**src/rtl/mem_arbiter.sv**
```systemverilog
// mem_arbiter: shares one single-port byte-addressed memory between the
// instruction-fetch port (read-only) and the load/store port (read/write).
//
// A round-robin arbiter grants one request while IDLE. The winning request
// is latched and either issued to memory (ACCESS) or rejected at once as
// illegal. The response comes back to the owner as a one-cycle pulse (RESP).
//
// Ports:
//   clk, resetn_i          clock, asynchronous active-low reset
//   if_req_i / if_addr_i   fetch request (word reads only)
//   if_gnt_o               fetch request accepted this cycle (combinational)
//   if_rvalid_o/_rdata_o/_err_o  fetch response pulse, data, error
//   lsu_req_i/_addr_i/_we_i/_size_i/_wdata_i  load/store request
//   lsu_gnt_o              load/store request accepted this cycle (combinational)
//   lsu_rvalid_o/_rdata_o/_err_o load/store response pulse, data, error
//   mem_valid_o/_write_o/_write_size_o/_addr_o/_data_o  memory request
//   mem_valid_i/_data_i    memory completion and read data
module mem_arbiter #(
    parameter int BITSIZE        = 32,
    parameter int TIMEOUT_CYCLES = 16
) (
    input  logic               clk,
    input  logic               resetn_i,
    input  logic               if_req_i,
    input  logic [31:0]        if_addr_i,
    output logic               if_gnt_o,
    output logic               if_rvalid_o,
    output logic [BITSIZE-1:0] if_rdata_o,
    output logic               if_err_o,
    input  logic               lsu_req_i,
    input  logic [31:0]        lsu_addr_i,
    input  logic               lsu_we_i,
    input  logic [1:0]         lsu_size_i,
    input  logic [BITSIZE-1:0] lsu_wdata_i,
    output logic               lsu_gnt_o,
    output logic               lsu_rvalid_o,
    output logic [BITSIZE-1:0] lsu_rdata_o,
    output logic               lsu_err_o,
    output logic [31:0]        mem_addr_o,
    output logic [BITSIZE-1:0] mem_data_o,
    input  logic [BITSIZE-1:0] mem_data_i,
    output logic               mem_write_o,
    output logic [1:0]         mem_write_size_o,
    output logic               mem_valid_o,
    input  logic               mem_valid_i
);

    typedef enum logic [1:0] {
        S_IDLE   = 2'd0,
        S_ACCESS = 2'd1,
        S_RESP   = 2'd2
    } state_t;

    typedef enum logic {
        OWN_IF  = 1'b0,
        OWN_LSU = 1'b1
    } owner_t;

    localparam int               CNT_W    = $clog2(TIMEOUT_CYCLES);
    localparam logic [CNT_W-1:0] CNT_LAST = CNT_W'(TIMEOUT_CYCLES - 1);

    state_t             state_q, state_d;
    owner_t             owner_q, last_owner_q;
    logic [31:0]        addr_q;
    logic               we_q;
    logic [1:0]         size_q;
    logic [BITSIZE-1:0] wdata_q;
    logic               err_q;
    logic [BITSIZE-1:0] if_rdata_q, lsu_rdata_q;
    logic [CNT_W-1:0]   cnt_q;

    logic               grant_if, grant_lsu, grant_any;
    logic               if_illegal, lsu_illegal, req_illegal;
    logic               timeout, access_done;
    logic [BITSIZE-1:0] resp_data;

    // Round-robin: the fetch port wins unless the LSU also asks and the
    // fetch port owned the previous access. Grants are masked during reset
    // so every output reads 0 while resetn_i is low.
    assign grant_if  = resetn_i && (state_q == S_IDLE) && if_req_i &&
                       (!lsu_req_i || (last_owner_q == OWN_LSU));
    assign grant_lsu = resetn_i && (state_q == S_IDLE) && lsu_req_i && !grant_if;
    assign grant_any = grant_if || grant_lsu;

    // Fetches are always word reads and must be word aligned.
    assign if_illegal = (if_addr_i[1:0] != 2'b00);

    // Sub-word writes are only legal at the word base because the memory
    // writes its byte lanes starting from the aligned word.
    // NOTE: every signal assigned in always_comb gets a default first, so
    // no path can leave it unassigned and infer a latch.
    always_comb begin
        lsu_illegal = 1'b1;
        case (lsu_size_i)
            2'b00:   lsu_illegal = lsu_we_i && (lsu_addr_i[1:0] != 2'b00);
            2'b01:   lsu_illegal = lsu_addr_i[0] || (lsu_we_i && lsu_addr_i[1]);
            2'b10:   lsu_illegal = (lsu_addr_i[1:0] != 2'b00);
            default: lsu_illegal = 1'b1;
        endcase
    end

    assign req_illegal = grant_if ? if_illegal : lsu_illegal;

    // A completing memory beat takes priority over a coinciding timeout.
    assign timeout     = (cnt_q == CNT_LAST);
    assign access_done = mem_valid_i || timeout;
    assign resp_data   = (mem_valid_i && !we_q) ? mem_data_i : '0;

    always_comb begin
        state_d = state_q;
        case (state_q)
            S_IDLE:   if (grant_any) state_d = req_illegal ? S_RESP : S_ACCESS;
            S_ACCESS: if (access_done) state_d = S_RESP;
            default:  state_d = S_IDLE;
        endcase
    end

    // NOTE: sequential state is updated with non-blocking assignments so
    // every flop samples pre-edge values regardless of statement order.
    always_ff @(posedge clk or negedge resetn_i) begin
        if (!resetn_i) begin
            state_q <= S_IDLE;
        end else begin
            state_q <= state_d;
        end
    end

    always_ff @(posedge clk or negedge resetn_i) begin
        if (!resetn_i) begin
            owner_q      <= OWN_IF;
            last_owner_q <= OWN_LSU;
            addr_q       <= '0;
            we_q         <= 1'b0;
            size_q       <= 2'b00;
            wdata_q      <= '0;
            err_q        <= 1'b0;
            if_rdata_q   <= '0;
            lsu_rdata_q  <= '0;
            cnt_q        <= '0;
        end else if (grant_any) begin
            owner_q      <= grant_if ? OWN_IF : OWN_LSU;
            last_owner_q <= grant_if ? OWN_IF : OWN_LSU;
            addr_q       <= grant_if ? if_addr_i : lsu_addr_i;
            we_q         <= grant_lsu && lsu_we_i;
            size_q       <= grant_if ? 2'b10 : lsu_size_i;
            wdata_q      <= grant_if ? '0 : lsu_wdata_i;
            cnt_q        <= '0;
            err_q        <= req_illegal;
            // An illegal request skips ACCESS, so its zero read data is
            // loaded here rather than at memory completion.
            if (req_illegal) begin
                if (grant_if) begin
                    if_rdata_q <= '0;
                end else begin
                    lsu_rdata_q <= '0;
                end
            end
        end else if (state_q == S_ACCESS) begin
            cnt_q <= cnt_q + 1'b1;
            if (access_done) begin
                err_q <= !mem_valid_i;
                if (owner_q == OWN_IF) begin
                    if_rdata_q <= resp_data;
                end else begin
                    lsu_rdata_q <= resp_data;
                end
            end
        end
    end

    assign if_gnt_o     = grant_if;
    assign lsu_gnt_o    = grant_lsu;
    assign if_rvalid_o  = (state_q == S_RESP) && (owner_q == OWN_IF);
    assign lsu_rvalid_o = (state_q == S_RESP) && (owner_q == OWN_LSU);
    assign if_err_o     = if_rvalid_o && err_q;
    assign lsu_err_o    = lsu_rvalid_o && err_q;
    assign if_rdata_o   = if_rdata_q;
    assign lsu_rdata_o  = lsu_rdata_q;

    assign mem_valid_o      = (state_q == S_ACCESS);
    assign mem_write_o      = mem_valid_o && we_q;
    assign mem_write_size_o = size_q;
    assign mem_addr_o       = addr_q;
    assign mem_data_o       = wdata_q;

endmodule
```
**config.mk**
```make
export PLATFORM = sky130hd
export DESIGN_NAME = mem_arbiter
export DESIGN_NICKNAME = d
export VERILOG_FILES = /design/src/rtl/mem_arbiter.sv
export SDC_FILE = /design/constraint.sdc
export NUM_CORES = 1
export LEC_CHECK = 0
export BUFFER_PORTS_ARGS = -buffer_cell sky130_fd_sc_hd__clkbuf_2
export CAP_MARGIN = 10
export CORE_ASPECT_RATIO = 1.1
export CORE_MARGIN = 2
export CORE_UTILIZATION = 42
export DETAILED_ROUTE_END_ITERATION = 12
export GPL_TIMING_DRIVEN = 0
export PLACE_DENSITY = 0.79
export SETUP_SLACK_MARGIN = 0.3
export SLEW_MARGIN = 30
export SYNTH_ARGS = -nofsm -noshare
export SYNTH_HDL_FRONTEND = slang
export SYNTH_SLANG_ARGS = --single-unit
export TNS_END_PERCENT = 20
```
**constraint.sdc**
```tcl
create_clock -name clk -period 2.5 [get_ports clk]
set_clock_uncertainty 0.15 [all_clocks]
set_input_delay 0.75 -clock clk [delete_from_list [all_inputs] [get_ports clk]]
set_output_delay 0.75 -clock clk [all_outputs]
set_load 0.01 [all_outputs]
```
# == Word-level counts from Yosys, hierarchy flattened ==
# Cells that the tools add are included.
# op_classes
n_addsub,1
n_eq_ne,11
mux,28
n_bitwise,1
n_reduce_logical,33
# ops
cell,count
two-way mux 32 bit,15
logical AND 1 bit,14
AND reduction 5 bit,2
nonzero test 2 bit,5
two-way mux 2 bit,4
two-way mux 4 bit,2
"!= test 2 x 1 -> 1 bit, second input constant",3
"!= test 2 bit, second input constant",3
two-way mux 1 bit,5
"adder 4 x 1 -> 4 bit, second input constant",1
"equality test 2 x 1 -> 1 bit, second input constant",2
"equality test 2 bit, second input constant",2
"equality test 4 bit, second input constant",1
logical NOT 1 bit,4
logical NOT 2 bit,2
logical OR 1 bit,4
one-hot mux 2 bit (2 select lines),1
AND reduction 2 bit,2
one-hot mux 1 bit (3 select lines),1
NOT 1 bit,1
# totals
register_bits,140
in_bits,136
word_cells,85

# == Depth between registers and ports, before layout ==
# depth
ltp_word,9
mapped_depth,6
depth_no_buf,5

# == Worst setup path before layout ==
# No wires, ideal clock.
# synth_timing
path_type,in2out
start,input resetn_i
end,output lsu_gnt_o
arrival_ps,1692
t_required_ps,1600
slack_ps,-92
stages,4
cell_sequence,nor3b_2 nand2_1 a21oi_2 buf_2
# synth_between
elab_chain_len,5
elab_cells_between_ends,6
classes_between,reduce/logical (6)
# synth_lines
item,line_no,rtl
from (decl),23,"input logic resetn_i,"
logical AND 1 bit (*),"80, 82",
logical AND 1 bit (2 in series),80,assign grant_if = resetn_i && (state_q == S_IDLE) && if_req_i &&
logical NOT 1 bit,82,assign grant_lsu = resetn_i && (state_q == S_IDLE) && lsu_req_i && !grant_if;
logical AND 1 bit (*),82,
to (decl),35,"output logic lsu_gnt_o,"
# Mark *: on every way between the ends. The rest lies on a longest branch, timed or not.

# == Final worst setup path ==
# Ends and elaborated chain as after synthesis.

==> results.sh <==
export IMPL_cts_root_buf="clkbuf_16"
export IMPL_ys_seq_area_share_pct=59.9
export IMPL_grt_pass1_wl_mm=27.0
export IMPL_vias=5420
export IMPL_htreeDepth=4
export IMPL_syn2layout_area_growth_pct=44.8
export IMPL_required_ns=1.60
export IMPL_worst_pin_slew_ns=0.620
export IMPL_finalSetupViolations=2
export IMPL_routed_via_density=5.06
export IMPL_cts_hold_buf=0
export IMPL_initialDrtViolationCount=307
export IMPL_totalPowerFinal_mw=8.85
export IMPL_tritoncts="done"
export IMPL_synth_area_mux_share_pct=6.18
export IMPL_met1_length_mm=7.16
export IMPL_hp_class="in -> async"
export IMPL_grt_max_degree=69
export IMPL_ant_nets=0
export IMPL_drv_slew=0
export IMPL_worstPathMaxFanout=5
export IMPL_synthAdderAreaFrac_pct=0.214
export IMPL_ys_ff_latch=140
export IMPL_place_congestion=0.828
export IMPL_wl_met2_mm=8.69
export IMPL_clock_latency_ns=0.41
export IMPL_dieHeight_um=128
export IMPL_cts_clk_slew_worst_paths_ns=0.06
export IMPL_synth_distinct_cells=41
export IMPL_cts_sink_count=140
export IMPL_drt_total_wl_mm=17.3
export IMPL_violations="negative setup slack"
export IMPL_cts_buffers=17
export IMPL_clock_path_buffers=2
export IMPL_p_per_area_mw_per_mm2=1040
export IMPL_setup_slack_ns=-0.0688
export IMPL_synth_simple_gate_area_share_pct=11.4
export IMPL_wl_per_cell_um=16.2
export IMPL_grt_overflow=0
export IMPL_rsz0062_at_grt="true"
export IMPL_status="complete, but fails checks"
export IMPL_synth_xor_area_share_pct=0.449
export IMPL_drt_pass1_iter_count=4
export IMPL_ir_drop_v=0.000528
export IMPL_power_leakage_nw=4.60
export IMPL_drive_gt1_share_pct=41.4
export IMPL_syn_nets=694
export IMPL_dieArea_mm2=0.0149
export IMPL_fmax_ghz=0.389
export IMPL_initial_utilization_pct=42.6
export IMPL_fin_nets=1008
export IMPL_path_class="in -> out"
export IMPL_netlist_area_mm2=0.00585
export IMPL_synth_top_family_by_area="compound AO/OA/AOI/OAI gates"
export IMPL_finalCoreUtilization_pct=61.7
export IMPL_relSlewSlack_pct=58.2
export IMPL_top_layer="met4"
export IMPL_avgSynthCellArea_um2=10.5
export IMPL_io_buffer_count=273
export IMPL_yosys_warnings=0
export IMPL_drc=0
export IMPL_cp_start_kind="input pin"
export IMPL_core_area_mm2=0.0137
export IMPL_grt_antenna_before_repair=0
export IMPL_grt_pass1_vias=5265
export IMPL_synth_compound_area_share_pct=16.4
export IMPL_dp_hpwl_mm=12.2
export IMPL_antenna_cells=0
export IMPL_hold_viol_final=0
export IMPL_syn_inst=557
export IMPL_num_io_pins=274
export IMPL_arrival_ns=1.67
export IMPL_layout_commonest_cell="clkbuf_2"
export IMPL_max_cap_violations=0
export IMPL_wl_met3_mm=1.16
export IMPL_die_w_um=117
export IMPL_mostFrequentLayoutCells="clkbuf_2 (274), dfrtp_1 (137), nand2_1 (99)"
export IMPL_min_period_ns=2.57
export IMPL_grt_total_usage_pct=23.5
export IMPL_rows=45
export IMPL_timing_final_crit_share_pct=103
export IMPL_end_kind="output port"
-- registers in the layout, summed over array words and instances (netlist names) --
signal / flops
if_rdata_o: 32
lsu_rdata_o: 32
mem_addr_o: 32
mem_data_o: 32
cnt_q: 4
mem_write_size_o: 2
state_q: 2
err_q: 1
last_owner_q: 1
owner_q: 1
we_q: 1
-- worst max-delay path: stages --
cell and delay [ns]:
clkbuf_16 0.13, nor3b_4 0.31, nand2_4 0.09, a21oi_4 0.17, buf_6 0.13, buf_6 0.09
-- report_power, final --
| part | switching [mW] | total [mW] | internal (mW) |
|---|---|---|---|
| clock network | 0.931 | 2.55 | 1.62 |
| registers | 0.454 | 3.47 | 3.02 |
| logic | 1.55 | 2.83 | 1.28 |
-- cell type report --
class / count / area [um^2]
clock inverters: 10 / 141
fillers: 1201 / 5270
multi-input cells: 340 / 2110
repair buffers: 295 / 1630
flip-flops and latches: 140 / 3510
inverters: 36 / 138
clock buffers: 21 / 460
plain buffers: 41 / 258
well taps: 188 / 235
-- worst paths after layout --
check | startpoint | end | slack, ns | cells past startpoint
min | resetn_i | mem_addr_o[16] | 0.03 | 1
min in group clk | mem_data_o[0] | mem_data_o[0] | 0.35 | 1
min reg2reg | mem_data_o[0] | mem_data_o[0] | 0.35 | 1
max reg2reg | state_q[0] | lsu_rdata_o[30] | 0.39 | 9
max in group asynchronous | resetn_i | mem_data_o[16] | 1.70 | 2
max | resetn_i | lsu_gnt_o | -0.07 | 6
-- what timing repair did --
item,4_1_cts,5_1_grt
pin swaps,6,4
setup endpoints to repair,143,92
gates cloned,2,1
gates resized for setup,27,40
buffers inserted,13,5
-- routing by layer --
metal | up-vias | track usage [%]
li1 | 2558 | -
met1 | 2624 | 29.2
met2 | 209 | 39.6
met3 | 29 | 6.81
met4 | 0 | 7.20
met5 | - | 0
-- metrics by stage --
step	area, um^2	setup TNS (ns)	setup slack (ns)	hold slack [ns]	cells
6_report	8470	-0.0842	-0.0688	0.0342	1071
5_1_grt	8470	-0.238	-0.148	0.0277	1071
4_1_cts	8350	-0.0902	-0.0855	0.0239	1065
3_5_place_dp	7520	-74.64	-0.966	0.331	1019
3_3_place_gp	7490	-650.82	-3.27	0.334	1018
2_1_floorplan	5890	0	0.102	0.304	557
-- kinds of logic after synthesis --
logic type      count (synthesis)
buf+inv                        77
mux                            36
simple gates                  159
flops                         140
compound gates                141
fa+ha+maj                       1
xor+xnor                        3
-- synth_stat cells --
master       n  area (um^2)
dfstp_2      1         26.3
o32ai_1      1         8.76
buf_6        3         33.8
mux2i_1     35          350
buf_2        8         40.0
o21a_1       1         7.51
ha_1         1         12.5
nor2b_1      3         18.8
a21oi_2      1         8.76
o22ai_1     32          200
o21ai_1      1         5.00
nor3b_2      1         12.5
clkbuf_1    29          109
nand4bb_1    1         11.3
a2bb2oi_1    1         8.76
nand4_1      1         6.26
xor2_1       2         17.5
a22oi_2      1         12.5
mux2_2       1         11.3
nor3_2       1         10.0
a31oi_1     30          188
buf_1        1         3.75
o221ai_2     1         15.0
xnor2_1      1         8.76
a211o_1      1         8.76
and2_1       2         12.5
dfrtp_1    139         3480
nand2b_1     3         18.8
a22o_1      34          298
nor2_1      38          143
nor4bb_1     1         10.0
o22a_1       1         8.76
or2_1        1         6.26
and3_1       4         25.0
nand3_1      2         10.0
o21ai_0     33          165
nand2_1    100          375
a221o_1      2         20.0
inv_1       36          135
a21oi_1      1         5.00
and2_0       1         6.26
Note: power is estimated with default switching activity, not from simulation.
